===== config.mk =====
export PLATFORM = sky130hd
export DESIGN_NAME = mult_seq
export DESIGN_NICKNAME = d
export VERILOG_FILES = /design/src/rtl/mult_seq.sv
export SDC_FILE = /design/constraint.sdc
export NUM_CORES = 1
export LEC_CHECK = 0
export BUFFER_PORTS_ARGS = -buffer_cell sky130_fd_sc_hd__buf_2
export CAP_MARGIN = 20
export CORE_UTILIZATION = 52
export CTS_BUF_LIST = sky130_fd_sc_hd__clkbuf_4 sky130_fd_sc_hd__clkbuf_8 sky130_fd_sc_hd__clkbuf_16
export DETAILED_ROUTE_END_ITERATION = 6
export HOLD_SLACK_MARGIN = 0.1
export PLACE_DENSITY = 0.95
export REMOVE_ABC_BUFFERS = 1
export SETUP_SLACK_MARGIN = 0.02
export SYNTH_ARGS = -nofsm -noshare
export SYNTH_HDL_FRONTEND = slang
export SYNTH_SLANG_ARGS = --single-unit

===== constraint.sdc =====
create_clock -name clk -period 3.9 [get_ports clk]
set_input_delay 0.39 -clock clk [delete_from_list [all_inputs] [get_ports clk]]
set_output_delay 0.39 -clock clk [all_outputs]
set_load 0.02 [all_outputs]

===== src/rtl/mult_seq.sv =====
// mult_seq: sequential 32x32 -> 64-bit shift-and-add multiplier.
// It does not contain its own adder. Each RUN cycle it borrows an external
// combinational ALU through alu_a/alu_b/alu_ctrl/alu_out, so one add costs
// one cycle. A full multiply takes 32 RUN cycles.
//
// Optional feature: define MULT_SEQ_SIGNED_EN to add the signed_op port and
// the FIX state for two's-complement multiplication. In signed mode the core
// multiplies magnitudes, and FIX negates the 64-bit product when needed.
// When MULT_SEQ_SIGNED_EN is undefined, the block is unsigned only.

module mult_seq #(
  parameter logic [3:0] ADD_CODE = 4'd2
) (
  input  logic        clk,
  input  logic        rst_n,
  input  logic        start,
  input  logic [31:0] op_a,
  input  logic [31:0] op_b,
  output logic        busy,
  output logic        done,
  output logic [31:0] hi,
  output logic [31:0] lo,
  output logic [31:0] alu_a,
  output logic [31:0] alu_b,
  output logic [3:0]  alu_ctrl,
  input  logic [31:0] alu_out
`ifdef MULT_SEQ_SIGNED_EN
  ,
  input  logic        signed_op
`endif
);

  // FIX exists only when signed support is built in. DONE keeps the same
  // encoding in both builds.
  typedef enum logic [1:0] {
    ST_IDLE = 2'd0,
    ST_RUN  = 2'd1,
`ifdef MULT_SEQ_SIGNED_EN
    ST_FIX  = 2'd2,
`endif
    ST_DONE = 2'd3
  } state_t;

  localparam logic [4:0] LAST_STEP = 5'd31;

  state_t      state_q, state_d;
  logic [31:0] m_q, m_d;
  logic [31:0] p_hi_q, p_hi_d;
  logic [31:0] p_lo_q, p_lo_d;
  logic [4:0]  count_q, count_d;
`ifdef MULT_SEQ_SIGNED_EN
  logic        neg_q, neg_d;
  logic [63:0] neg_prod;
`endif

  logic        accept;
  logic        carry;
  logic [31:0] load_a;
  logic [31:0] load_b;

  // Operand conditioning at start. In signed mode, take magnitudes.
  // 0x80000000 negates to itself, which is the correct unsigned magnitude.
  always_comb begin
    load_a = op_a;
    load_b = op_b;
`ifdef MULT_SEQ_SIGNED_EN
    if (signed_op && op_a[31]) load_a = 32'd0 - op_a;
    if (signed_op && op_b[31]) load_b = 32'd0 - op_b;
`endif
  end

`ifdef MULT_SEQ_SIGNED_EN
  // Two's-complement negation of the full product, used in FIX.
  always_comb begin
    neg_prod = 64'd0 - {p_hi_q, p_lo_q};
  end
`endif

  // Next-state logic, datapath updates and output decode for the sequencer.
  always_comb begin
    state_d  = state_q;
    m_d      = m_q;
    p_hi_d   = p_hi_q;
    p_lo_d   = p_lo_q;
    count_d  = count_q;
`ifdef MULT_SEQ_SIGNED_EN
    neg_d    = neg_q;
`endif
    busy     = 1'b0;
    done     = 1'b0;
    alu_a    = 32'd0;
    alu_b    = 32'd0;
    alu_ctrl = ADD_CODE;
    carry    = 1'b0;
    accept   = start && ((state_q == ST_IDLE) || (state_q == ST_DONE));

    case (state_q)
      ST_IDLE: begin
        if (accept) state_d = ST_RUN;
      end

      ST_RUN: begin
        busy  = 1'b1;
        alu_a = p_hi_q;
        alu_b = p_lo_q[0] ? m_q : 32'd0;
        // An unsigned add wrapped exactly when the sum is below an operand.
        carry = (alu_out < p_hi_q);
        // {P_hi,P_lo} <= {carry, alu_out, P_lo} >> 1
        p_hi_d  = {carry, alu_out[31:1]};
        p_lo_d  = {alu_out[0], p_lo_q[31:1]};
        count_d = count_q + 5'd1;
        if (count_q == LAST_STEP) begin
`ifdef MULT_SEQ_SIGNED_EN
          state_d = ST_FIX;
`else
          state_d = ST_DONE;
`endif
        end
      end

`ifdef MULT_SEQ_SIGNED_EN
      ST_FIX: begin
        busy = 1'b1;
        if (neg_q) begin
          p_hi_d = neg_prod[63:32];
          p_lo_d = neg_prod[31:0];
        end
        state_d = ST_DONE;
      end
`endif

      ST_DONE: begin
        done    = 1'b1;
        state_d = accept ? ST_RUN : ST_IDLE;
      end

      default: begin
        state_d = ST_IDLE;
      end
    endcase

    // An accepted start reloads the operands. This can happen from IDLE or
    // DONE, so a new multiply can follow a done pulse directly.
    if (accept) begin
      m_d     = load_b;
      p_hi_d  = 32'd0;
      p_lo_d  = load_a;
      count_d = 5'd0;
`ifdef MULT_SEQ_SIGNED_EN
      neg_d   = signed_op && (op_a[31] ^ op_b[31]);
`endif
    end
  end

  // State and datapath registers. Reset abandons any operation in flight.
  always_ff @(posedge clk or negedge rst_n) begin
    if (!rst_n) begin
      state_q <= ST_IDLE;
      m_q     <= 32'd0;
      p_hi_q  <= 32'd0;
      p_lo_q  <= 32'd0;
      count_q <= 5'd0;
`ifdef MULT_SEQ_SIGNED_EN
      neg_q   <= 1'b0;
`endif
    end else begin
      state_q <= state_d;
      m_q     <= m_d;
      p_hi_q  <= p_hi_d;
      p_lo_q  <= p_lo_d;
      count_q <= count_d;
`ifdef MULT_SEQ_SIGNED_EN
      neg_q   <= neg_d;
`endif
    end
  end

  // The product register drives the result directly. It holds its value
  // until the next accepted start.
  always_comb begin
    hi = p_hi_q;
    lo = p_lo_q;
  end

endmodule


# Yosys cells after proc, flatten, opt, wreduce, memory -nomap -nowiden
# Index checks and enable logic that the tools add are counted.
# totals
out_inout_bits	134
register_bits	103
wordCells	32
in_bits	99
# classes
n_mux	15
order_cmp	1
n_addsub	1
reduce_logical	5
n_eq_ne	5
# op_table
operator	n
2-to-1 mux 32 bit	7
less-than comparator 32 bit	1
2-to-1 mux 5 bit	2
one-hot mux 2 bit (3 select lines)	1
adder 5 x 1 -> 5 bit (second input constant)	1
== test 5 bit (second input constant)	1
2-to-1 mux 2 bit	2
inequality test 2 bit (second input constant)	2
2-to-1 mux 1 bit	3
== test 2 x 1 -> 1 bit (second input constant)	1
== test 2 bit (second input constant)	1
logical NOT 2 bit	1
AND reduction 2 bit	1
nonzero test 2 bit	1
logical AND 1 bit	1
logical OR 1 bit	1

# Logic depth before layout (Yosys ltp)
# logic_depth
depth_word	5
depth_mapped	8
ltp_nobuf	7

# Least setup slack after synthesis
# OpenSTA, ideal clock, no wires.
# synth_timing
path_type	reg2out
start	register state_q[1]
end	output port alu_b[23]
t_arrival_ns	1.620
setup_slack_ns	1.890
t_required_ns	3.510
path_stages_with_launch	7
path_buffers	3
cell_sequence	dfrtp_1 inv_1 ha_1 buf_2 buf_2 clkbuf_1 and3_1
# synth_between
elab_chain_len	2
# synth_rtl
item	line_no	text
start: declaration	46	state_t state_q, state_d;
start signal: assignment	167	state_q <= state_d;
== test 2 x 1 -> 1 bit	97	case (state_q)
2-to-1 mux 32 bit	97	
end: declaration	24	output logic [31:0] alu_b,
# Every way passes these cells.

# Worst setup path in the final report
# layout_timing
start	register state_q[1]
end	output port alu_b[7]
# The elaborated chain is that of the path after synthesis.

==> summary.txt <==
Outcome
  • Status: finished clean

Clock network
  • Cts bufs inserted: 9
  • Clk_lat worst skew: 0.35 ns
  • Postcts setup bufs: 0
  • Clock sinks: 103
  • Root Buffer: clkbuf_8
  • Depth of the CTS H-tree: 3
  • Clock transition at the registers of the reported paths: roughly 0.11 ns
  • Post-CTS resize count: 0
  • TritonCTS clock tree: done
  • Max Buffers Root-to-Sink: 2

Layout
  • Area Overhead vs Synth: 25.8%
  • Most frequent cells in the layout: 227 x buf_2, 139 x nand2_1, 103 x dfrtp_1
  • Ratio of cells with drive above 1 in the final layout: 0.312
  • Antenna cell count: 0
  • Layout Nets: 950
  • Most common cell after layout, fill and taps aside: buf_2

Place
  • DP HPWL: ~9800 µm
  • IO buf count: 228
  • GP Congestion: between 0.8 and 0.9

STA
  • Setup TNS: 0 ns
  • Fmax: 376 MHz
  • RSZ-0062 raised after global routing: false
  • Tmin final: ~2.7 ns
  • Hold violation count in the final report: 0
  • Worst Tran Pin Value: 0.838 ns
  • Setup violations, final: 0
  • Period utilization: 0.681
  • Final Skew: 0.0155 ns
  • Max-slew headroom: 0.441
  • Final-report max-slew violation count: 0
  • Worst hold slack: roughly 0.22 ns

Drt
  • Drt initial violations: around 260
  • Vias per cell: 5.14
  • Remaining DRCs: 0
  • DR WL/cell: 13.9 µm
  • Total number of vias: about 4900
  • Total Routed Length: 13300 µm
  • Post-DRT Antenna Nets: 0
  • Drt pass-1 iters: 4

Critical path
  • Worst Reg2Reg Path Length in Cells: 5
  • Kind of critical path: reg -> out
  • R2r setup slk: around 1.5 ns
  • Critical path launch point type: register
  • CP Max Fanout: 67
  • Setup crit end kind: primary output
  • Required @ worst endpoint: 3.51 ns
  • Critical Path AT: roughly 2.3 ns

Global routing
  • First-pass GRT wire length: 21400 µm
  • GRT Overall Usage: 0.237
  • Remaining global-route overflow: 0
  • Initial antenna violation count: 0
  • Vias in the first global route: 4674
  • Largest net degree at the start of global routing: 79

Power and ir drop
  • Peak supply drop: 449 µV
  • PwrDens: 836 nW/µm²
  • Static Leak: 4.13 nW

Floorplanning
  • Core Box Area: 10400 µm²
  • Width of the die: between 100 and 150 µm
  • Die height: 106 µm
  • Initial Util: 0.537
  • IO Pins: 233
  • Die ar.: 11100 µm²
  • Num rows: 37

Yosys
  • EDFF count, synth: 0
  • Synth Instances: 606
  • Cell taking the most area after synthesis: dfrtp_1
  • Avg Cell Area, Syn: 9.20 µm²
  • Total of warnings raised by yosys: 0
  • Area share of the largest cell type after synthesis: 0.463
  • Seq cells post-synth: 103
  • Fraction of registers with async set/reset: 1.00
  • Synth top area cells: dfrtp_1 46%, mux2i_1 12%, nand2_1 9.4%
  • Mapped Area: 5570 µm²
  • Synth cell types: 33
  • Most used flip-flop cell after synthesis: dfrtp_1
  • Sequential area share after synthesis: 0.463

Job
  • MaxCap Viol Count: 0

Min path
  • Hold Path Class: in -> reg
  • Hold path cells: 3
worst max-delay path, cell delays in order (launching register included):
cell     delay, ns
dfrtp_1       0.42
inv_1         0.12
ha_4          0.62
buf_4         0.41
and3_1        0.19
buf_2         0.16
worst paths after layout:
kind | to | start
min in group asynchronous | hi[25] | rst_n
setup reg to reg | lo[15] | state_q[0]
hold reg to reg | m_q[14] | m_q[14]
max in group asynchronous | lo[21] | rst_n
hold / removal | m_q[0] | op_b[0]
setup / recovery | alu_b[7] | state_q[1]
flip-flops by register name, indices dropped and copies added (netlist names):
| signal | cells |
|---|---|
| hi | 32 |
| lo | 32 |
| m_q | 32 |
| count_q | 5 |
| state_q | 2 |
routing by layer:
layer,global-route usage,part of all wire
met3,0.0383,0.061
met5,0,0
met2,0.419,0.51
met4,0.0704,0.011
met1,0.299,0.42
kinds of logic (layout without fill, tap and decap cells):
logic type,Yosys count,in the layout,share of synthesized area
xor gates and xnor gates,3,3,0.00472
DFF,103,103,0.463
AOI/OAI and AO/OA,61,61,0.0638
muxes,65,65,0.117
adders and majority gates,36,36,0.0808
buffers and inverters,76,288,0.0581
and+or+nand+nor,260,260,0.212
other,2,4,0.00135
stage by stage:
step / total power [mW] / setup WS, ns / std cells / instance area [µm²] / utilization
2_1_floorplan: 4.23 / -1.63 / 567 / 5390 / -
3_3_place_gp: 5.08 / 1.50 / 938 / 6790 / 0.654
3_5_place_dp: 5.25 / 1.49 / 939 / 6810 / 0.657
4_1_cts: 5.91 / 1.21 / 956 / 7010 / 0.676
5_1_grt: 6.30 / 1.07 / 956 / 7010 / 0.676
6_report: 5.86 / 1.24 / 956 / 7010 / 0.676
synthesized netlist by cell type (3+ instances only):
library cell	number
inv_1	35
nand4_1	3
and3_1	34
nor3_1	3
and2_1	32
nand2b_1	3
buf_2	19
a221oi_1	3
o21ai_0	34
nor2_1	39
ha_1	36
clkbuf_1	18
o21a_1	3
dfrtp_1	103
a21oi_1	12
nand2_1	139
mux2i_1	65
buf_4	4
area by class of cell:
cell class,count,area (µm²)
clock buffers,10,131
clock inverters,6,57.6
fillers,863,3360
inverters,35,131
multi-input cells,429,2700
flip-flops and latches,103,2580
well taps,136,170
repair buffers,237,1250
repair_timing:
item / 4_1_cts / 5_1_grt
hold buffers: 1 / 0
setup endpoints to repair: 0 / 0
hold endpoints to repair: 34 / 0
power by group:
group	internal [mW]	switching [mW]	total (mW)	leakage [nW]
combinational	1.25	1.97	3.22	2.75
clock	0.257	0.388	0.645	0.0991
sequential	1.57	0.427	2.00	1.28
Power figures use the tool's default switching activity.
